[src/rtl/uart_tx_sched_pkg.sv]
// rtl/uart_tx_sched_pkg.sv - shared types and constants for the UART transmit scheduler
package uart_tx_sched_pkg;

  typedef enum logic {
    ST_IDLE = 1'b0,
    ST_SEND = 1'b1
  } state_e;

  localparam logic [7:0] HDR_BASE     = 8'hA0;
  localparam logic [7:0] HDR_IDX_MASK = 8'h07;

  // Header byte announcing which requester owns the following data bytes.
  function automatic logic [7:0] hdr_byte(input int idx);
    return HDR_BASE | (8'(idx) & HDR_IDX_MASK);
  endfunction

endpackage

[src/rtl/uart_tx_scheduler_rr_arbiter.sv]
// rtl/uart_tx_scheduler_rr_arbiter.sv - combinational round-robin pick starting after the last winner
module rr_arbiter #(
  parameter int  NREQ = 2,
  localparam int LW   = (NREQ > 1) ? $clog2(NREQ) : 1
) (
  input  logic [NREQ-1:0] pending,
  input  logic [LW-1:0]   last,
  output logic [NREQ-1:0] winner,
  output logic            any
);

  int              idx;
  logic [NREQ-1:0] cand;

  // Walk last+1, last+2, ... (wrapping) and take the first pending requester.
  always_comb begin
    winner = '0;
    any    = 1'b0;
    idx    = 0;
    cand   = '0;
    for (int k = 1; k <= NREQ; k++) begin
      idx = int'(last) + k;
      if (idx >= NREQ) begin
        idx = idx - NREQ;
      end
      cand = NREQ'(1) << idx;
      if (!any && ((pending & cand) != '0)) begin
        winner = cand;
        any    = 1'b1;
      end
    end
  end

endmodule

[src/rtl/uart_tx_scheduler.sv]
// rtl/uart_tx_scheduler.sv - shares the UART TX FIFO among word sources; UART_TX_SCHED_HEADER_EN adds a header byte
module uart_tx_scheduler
  import uart_tx_sched_pkg::*;
#(
  parameter int NREQ       = 2,
  parameter int DBIT       = 8,
  parameter int WORD_BYTES = 2
) (
  input  logic                            clk,
  input  logic                            reset,
  input  logic [NREQ-1:0]                 req,
  input  logic [NREQ*WORD_BYTES*DBIT-1:0] data,
  input  logic                            fifo_full,
  output logic                            fifo_wr,
  output logic [DBIT-1:0]                 fifo_din,
  output logic [NREQ-1:0]                 grant,
  output logic                            busy,
  output logic [NREQ-1:0]                 done
);

  localparam int WW = WORD_BYTES * DBIT;
`ifdef UART_TX_SCHED_HEADER_EN
  localparam int NB = WORD_BYTES + 1;
`else
  localparam int NB = WORD_BYTES;
`endif
  localparam int SW = NB * DBIT;
  localparam int LW = (NREQ > 1) ? $clog2(NREQ) : 1;
  localparam int CW = $clog2(NB + 1);

  state_e          state_q, state_d;
  logic [NREQ-1:0] req_q;
  logic [NREQ-1:0] pending_q, pending_d;
  logic [LW-1:0]   last_q, last_d;
  logic [SW-1:0]   shift_q, shift_d;
  logic [CW-1:0]   cnt_q, cnt_d;
  logic [NREQ-1:0] grant_q, grant_d;
  logic [NREQ-1:0] done_q, done_d;

  logic [NREQ-1:0] req_edge;
  logic [NREQ-1:0] winner;
  logic            any;
  logic [LW-1:0]   win_idx;
  logic [WW-1:0]   win_word;
  logic [SW-1:0]   load_val;
  logic            take;
  logic            last_byte;

  assign req_edge = req & ~req_q;

  rr_arbiter #(
    .NREQ(NREQ)
  ) u_arb (
    .pending(pending_q),
    .last   (last_q),
    .winner (winner),
    .any    (any)
  );

  // Turn the one-hot winner into an index and pick out its word.
  always_comb begin
    win_idx  = '0;
    win_word = '0;
    for (int i = 0; i < NREQ; i++) begin
      if (winner[i]) begin
        win_idx  = LW'(i);
        win_word = data[i*WW +: WW];
      end
    end
  end

`ifdef UART_TX_SCHED_HEADER_EN
  assign load_val = {DBIT'(hdr_byte(int'(win_idx))), win_word};
`else
  assign load_val = win_word;
`endif

  assign take      = (state_q == ST_IDLE) && any;
  assign last_byte = fifo_wr && (cnt_q == CW'(NB - 1));
  assign fifo_din  = shift_q[SW-1 -: DBIT];
  assign grant     = grant_q;
  assign done      = done_q;

  // State register.
  always_ff @(posedge clk or posedge reset) begin
    if (reset) begin
      state_q <= ST_IDLE;
    end else begin
      state_q <= state_d;
    end
  end

  // Next state: leave IDLE on any pending request, return after the final byte.
  always_comb begin
    state_d = state_q;
    case (state_q)
      ST_IDLE: if (any)       state_d = ST_SEND;
      ST_SEND: if (last_byte) state_d = ST_IDLE;
      default:                state_d = ST_IDLE;
    endcase
  end

  // FSM outputs: write whenever sending and the FIFO has room.
  always_comb begin
    busy    = (state_q == ST_SEND);
    fifo_wr = (state_q == ST_SEND) && !fifo_full;
  end

  // Datapath next values; a new edge wins over the grant-time clear so it is never lost.
  always_comb begin
    pending_d = (pending_q & ~(take ? winner : '0)) | req_edge;
    last_d    = last_q;
    shift_d   = shift_q;
    cnt_d     = cnt_q;
    grant_d   = grant_q;
    done_d    = '0;
    if (take) begin
      last_d  = win_idx;
      grant_d = winner;
      cnt_d   = '0;
      shift_d = load_val;
    end else if (fifo_wr) begin
      shift_d = shift_q << DBIT;
      cnt_d   = cnt_q + CW'(1);
      if (last_byte) begin
        grant_d = '0;
        done_d  = NREQ'(1) << last_q;
      end
    end
  end

  // Datapath registers; last resets to NREQ-1 so requester 0 is served first.
  always_ff @(posedge clk or posedge reset) begin
    if (reset) begin
      req_q     <= '0;
      pending_q <= '0;
      last_q    <= LW'(NREQ - 1);
      shift_q   <= '0;
      cnt_q     <= '0;
      grant_q   <= '0;
      done_q    <= '0;
    end else begin
      req_q     <= req;
      pending_q <= pending_d;
      last_q    <= last_d;
      shift_q   <= shift_d;
      cnt_q     <= cnt_d;
      grant_q   <= grant_d;
      done_q    <= done_d;
    end
  end

endmodule

[config.mk]
export PLATFORM = sky130hd
export DESIGN_NAME = uart_tx_scheduler
export DESIGN_NICKNAME = d
export VERILOG_FILES = /design/src/rtl/uart_tx_sched_pkg.sv /design/src/rtl/uart_tx_scheduler_rr_arbiter.sv /design/src/rtl/uart_tx_scheduler.sv
export SDC_FILE = /design/constraint.sdc
export NUM_CORES = 1
export LEC_CHECK = 0
export CORE_UTILIZATION = 42
export CTS_BUF_LIST = sky130_fd_sc_hd__clkbuf_2 sky130_fd_sc_hd__clkbuf_4 sky130_fd_sc_hd__clkbuf_8
export CTS_CLUSTER_SIZE = 24
export DETAILED_ROUTE_END_ITERATION = 16
export PLACE_DENSITY = 0.85
export SYNTH_ARGS = -nofsm -noshare
export SYNTH_HDL_FRONTEND = slang
export SYNTH_HIERARCHICAL = 1
export SYNTH_SLANG_ARGS = --single-unit
[constraint.sdc]
create_clock -name clk -period 1.6 [get_ports clk]
set_input_delay 0.4 -clock clk [delete_from_list [all_inputs] [get_ports clk]]
set_output_delay 0.4 -clock clk [all_outputs]
set_load 0.02 [all_outputs]
==> Flow_metrics.wiki <==
{| class="wikitable"
! Metric !! Value
|-
| Post-route cell area || 2090 sq um
|-
| Share of layout cells above drive strength 1 || 21.1%
|-
| Hold-fix buffer count after cts || 0
|-
| Worst slew pin tran || 0.383 ns
|-
| Number of levels in the clock H-tree || 1
|-
| Biggest area contributors in the synthesized netlist || sky130_fd_sc_hd__dfrtp_1 45%, sky130_fd_sc_hd__a22oi_2 7.5%, sky130_fd_sc_hd__a22oi_1 6.0%
|-
| Highest achievable clock rate || 0.666 GHz
|-
| Startpoint-to-endpoint class of the critical path || flop to output pin
|-
| Final hold violations || 0
|-
| TritonCTS buffer count || 3
|-
| Crit end category || output pin
|-
| Instance area after placement || 2060 sq um
|-
| Library cell used as clock root buffer || sky130_fd_sc_hd__clkbuf_4
|-
| Area growth from synthesis to final layout || 39.1%
|-
| Synth Register Bits || 28
|-
| Signal arrival time at the worst endpoint || 1.10 ns
|-
| Largest area contributor in the netlist || sky130_fd_sc_hd__dfrtp_1
|-
| Remaining global-route overflow || 0
|-
| Post-synth top area share || 45.0%
|-
| Final worst-path cycle share || 93.8%
|-
| Number of buffer cells added on primary ports || 50
|-
| Post-DR wirelength/cell || 14.2 microns
|-
| Antenna diode count || 0
|-
| Final setup viols || 0
|-
| DRT Pass-1 Iters || 4
|-
| Rows || 21
|-
| Power density over the cells || 1270 nW/um^2
|-
| Detailed-route wire length || 3420 microns
|-
| Post-layout utilization of the core || 61.7%
|-
| Count of vias placed by the detailed router || 1257
|-
| Remaining antenna violation count after routing || 0
|-
| Routability congestion estimate || 0.802
|-
| Final HPWL from detailed placement || 2610 microns
|-
| Clock slew seen by the registers of the worst setup and hold paths || 0.14 ns
|-
| Number of clock sinks || 28
|-
| Post-CTS repair timing setup buffer count || 0
|-
| Number of warnings issued by yosys || 6
|-
| Post-DR vias/cell || 5.24
|-
| Number of antenna violations at the first check in global routing || 0
|-
| Critical Path Start Type || flop
|-
| Standard cell with the maximum stage delay on the critical path || sky130_fd_sc_hd__dfrtp_1
|-
| Worst-case clock skew || 0.00428 ns
|-
| Global Route Usage Sum || 19.2%
|-
| Slowest Stage Delay on Critical Path || 0.43 ns
|-
| Initial core utilization || 44.3%
|-
| Number of nets at the end of the flow || 233
|-
| Most common library cell in the layout ignoring fill and taps || sky130_fd_sc_hd__clkdlybuf4s50_1
|-
| CTS tree || done
|-
| Floorplan die height || 61.8 microns
|-
| Maximum resistive drop on vdd || 594 uV
|-
| Cells along the critical path || dlygate4sd2_1
|-
| Lkg Pwr || 0.00101 uW
|-
| Net count after synthesis || 180
|-
| Number of standard cells after synthesis || 142
|-
| Clock tree buffer depth || 2
|-
| Clock latency on the worst-skew pair || 0.32 ns
|-
| Relative slew slack || 74.4%
|-
| Worst hold path type || input port to async pin
|-
| I/O pin count || 51
|-
| Outcome || finished, final reports clean
|-
| Count of cells resized by post-cts repair || 20
|-
| Count of final max-slew check failures || 0
|-
| Min Hold Slack || 0.374 ns
|-
| Worst path buffer plus inverter count || 1
|-
| Number of max-cap violations || 0
|-
| Maximum number of pins on one net before global-route repair || 21
|-
| Required time of the worst setup path || 1.20 ns
|-
| Wire length of the first global-routing pass || 5290 microns
|-
| Most frequent cells in the layout || 35 x sky130_fd_sc_hd__clkdlybuf4s50_1, 27 x sky130_fd_sc_hd__dfrtp_1, 15 x sky130_fd_sc_hd__buf_4
|-
| Area of the core region || 3390 sq um
|-
| Full die area || 3820 sq um
|-
| Cell family contributing the most delay on the critical path || flip-flops
|-
| Unrepaired setup endpoints after global routing || false
|-
| Syn_area_per_cell || 10.6 sq um
|-
| Violation count after the first detailed-routing iteration || 99
|-
| Post-Route Setup TNS || 0 ns
|-
| Min Clock Period, post-route || 1.50 ns
|-
| Post-Synthesis Cell Area || 1500 sq um
|-
| Top fanout value on the critical path || 3
|-
| Synth unique cells || 32
|-
| # DRC || 0
|-
| Seq/Total Area, Yosys || 46.7%
|-
| Number of global-route vias before repair || 1273
|-
| Horiz. Die Dim || 61.8 microns
|}
-- stage by stage --
step | setup WS, ns | total power (uW) | instances
after detailed placement | -0.476 | 2370 | 236
final | 0.0991 | 2650 | 240
after floorplan | 0.0793 | 1870 | 142
after CTS | 0.0179 | 2660 | 240
after global routing | 0.00224 | 2830 | 240
after global placement | -0.438 | 2290 | 236
-- per-layer routing --
layer	up-vias	GRT usage, %	wire [microns]	share of wire [%]
met5	-	0	0	0
met4	0	6.98	70	2.0
met3	8	3.31	155	4.5
met2	41	34.9	1750	51
met1	611	22.8	1440	42
li1	597	-	-	-
-- cells in the mapped netlist --
| cell type | count |
|---|---|
| sky130_fd_sc_hd__dfrtp_1 | 27 |
| sky130_fd_sc_hd__nand2_1 | 14 |
| sky130_fd_sc_hd__a22oi_1 | 12 |
| sky130_fd_sc_hd__o21ai_0 | 11 |
| sky130_fd_sc_hd__a22oi_2 | 9 |
| sky130_fd_sc_hd__buf_4 | 9 |
| sky130_fd_sc_hd__inv_1 | 8 |
| sky130_fd_sc_hd__mux2_2 | 7 |
| sky130_fd_sc_hd__buf_2 | 5 |
| sky130_fd_sc_hd__o21ai_1 | 5 |
| sky130_fd_sc_hd__a21o_1 | 3 |
| sky130_fd_sc_hd__a31oi_1 | 3 |
| sky130_fd_sc_hd__buf_6 | 3 |
| sky130_fd_sc_hd__nand2b_1 | 3 |
| sky130_fd_sc_hd__nand3_1 | 3 |
| sky130_fd_sc_hd__nor2b_1 | 3 |
| sky130_fd_sc_hd__a21boi_0 | 2 |
| sky130_fd_sc_hd__a21oi_1 | 1 |
| sky130_fd_sc_hd__a2bb2oi_1 | 1 |
| sky130_fd_sc_hd__a32oi_1 | 1 |
| sky130_fd_sc_hd__and2_1 | 1 |
| sky130_fd_sc_hd__and3_1 | 1 |
| sky130_fd_sc_hd__and3b_1 | 1 |
| sky130_fd_sc_hd__and4bb_1 | 1 |
| sky130_fd_sc_hd__buf_8 | 1 |
| sky130_fd_sc_hd__dfstp_2 | 1 |
| sky130_fd_sc_hd__ha_1 | 1 |
| sky130_fd_sc_hd__mux2i_1 | 1 |
| sky130_fd_sc_hd__nor2_1 | 1 |
| sky130_fd_sc_hd__nor2_4 | 1 |
| sky130_fd_sc_hd__o22ai_1 | 1 |
| sky130_fd_sc_hd__or2_1 | 1 |
-- power by group --
group	total (uW)	internal, uW	switching (uW)	leakage (uW)
clock network	335	139	196	0.0000210
registers	1080	931	152	0.000358
logic	1230	628	599	0.000631
-- state kept, by name, indices dropped and copies added, names as in the netlist --
signal and count:
busy 1, done 2, grant 2, last_q 1, shift_q 16, cnt_q 2
req_q 2, pending_q 2
-- kinds of logic (layout without fill, tap and decap cells) --
| group | Yosys count | after routing | synth area share [%] |
|---|---|---|---|
| buffers and inverters | 26 | 78 | 11.4 |
| AO/OA/AOI/OAI | 49 | 49 | 24.5 |
| multiplexers | 8 | 8 | 5.91 |
| AND/OR/NAND/NOR | 30 | 30 | 10.7 |
| flip-flops | 28 | 28 | 46.7 |
| adder cells (fa/ha/maj) | 1 | 1 | 0.833 |
-- worst paths after layout --
| check | from | to | slack (ns) | cells past startpoint |
|---|---|---|---|---|
| setup / recovery | busy | busy | 0.1 | 1 |
| min in group clk | req_q[1] | pending_q[1] | 0.44 | 1 |
| hold / removal | reset | shift_q[14] | 0.37 | 3 |
| setup reg to reg | pending_q[0] | shift_q[0] | 0.11 | 5 |
| max in group asynchronous | reset | req_q[0] | 0.99 | 3 |
| hold reg to reg | req_q[1] | pending_q[1] | 0.44 | 1 |
-- final cells by class --
type / instances / area [sq um]
clock buffers: 4 / 36.3
fillers: 272 / 1300
inverters: 8 / 30.0
multi-input cells: 88 / 639
flip-flops and latches: 28 / 702
well taps: 46 / 57.6
repair buffers: 66 / 626
Power figures use the tool's default switching activity.
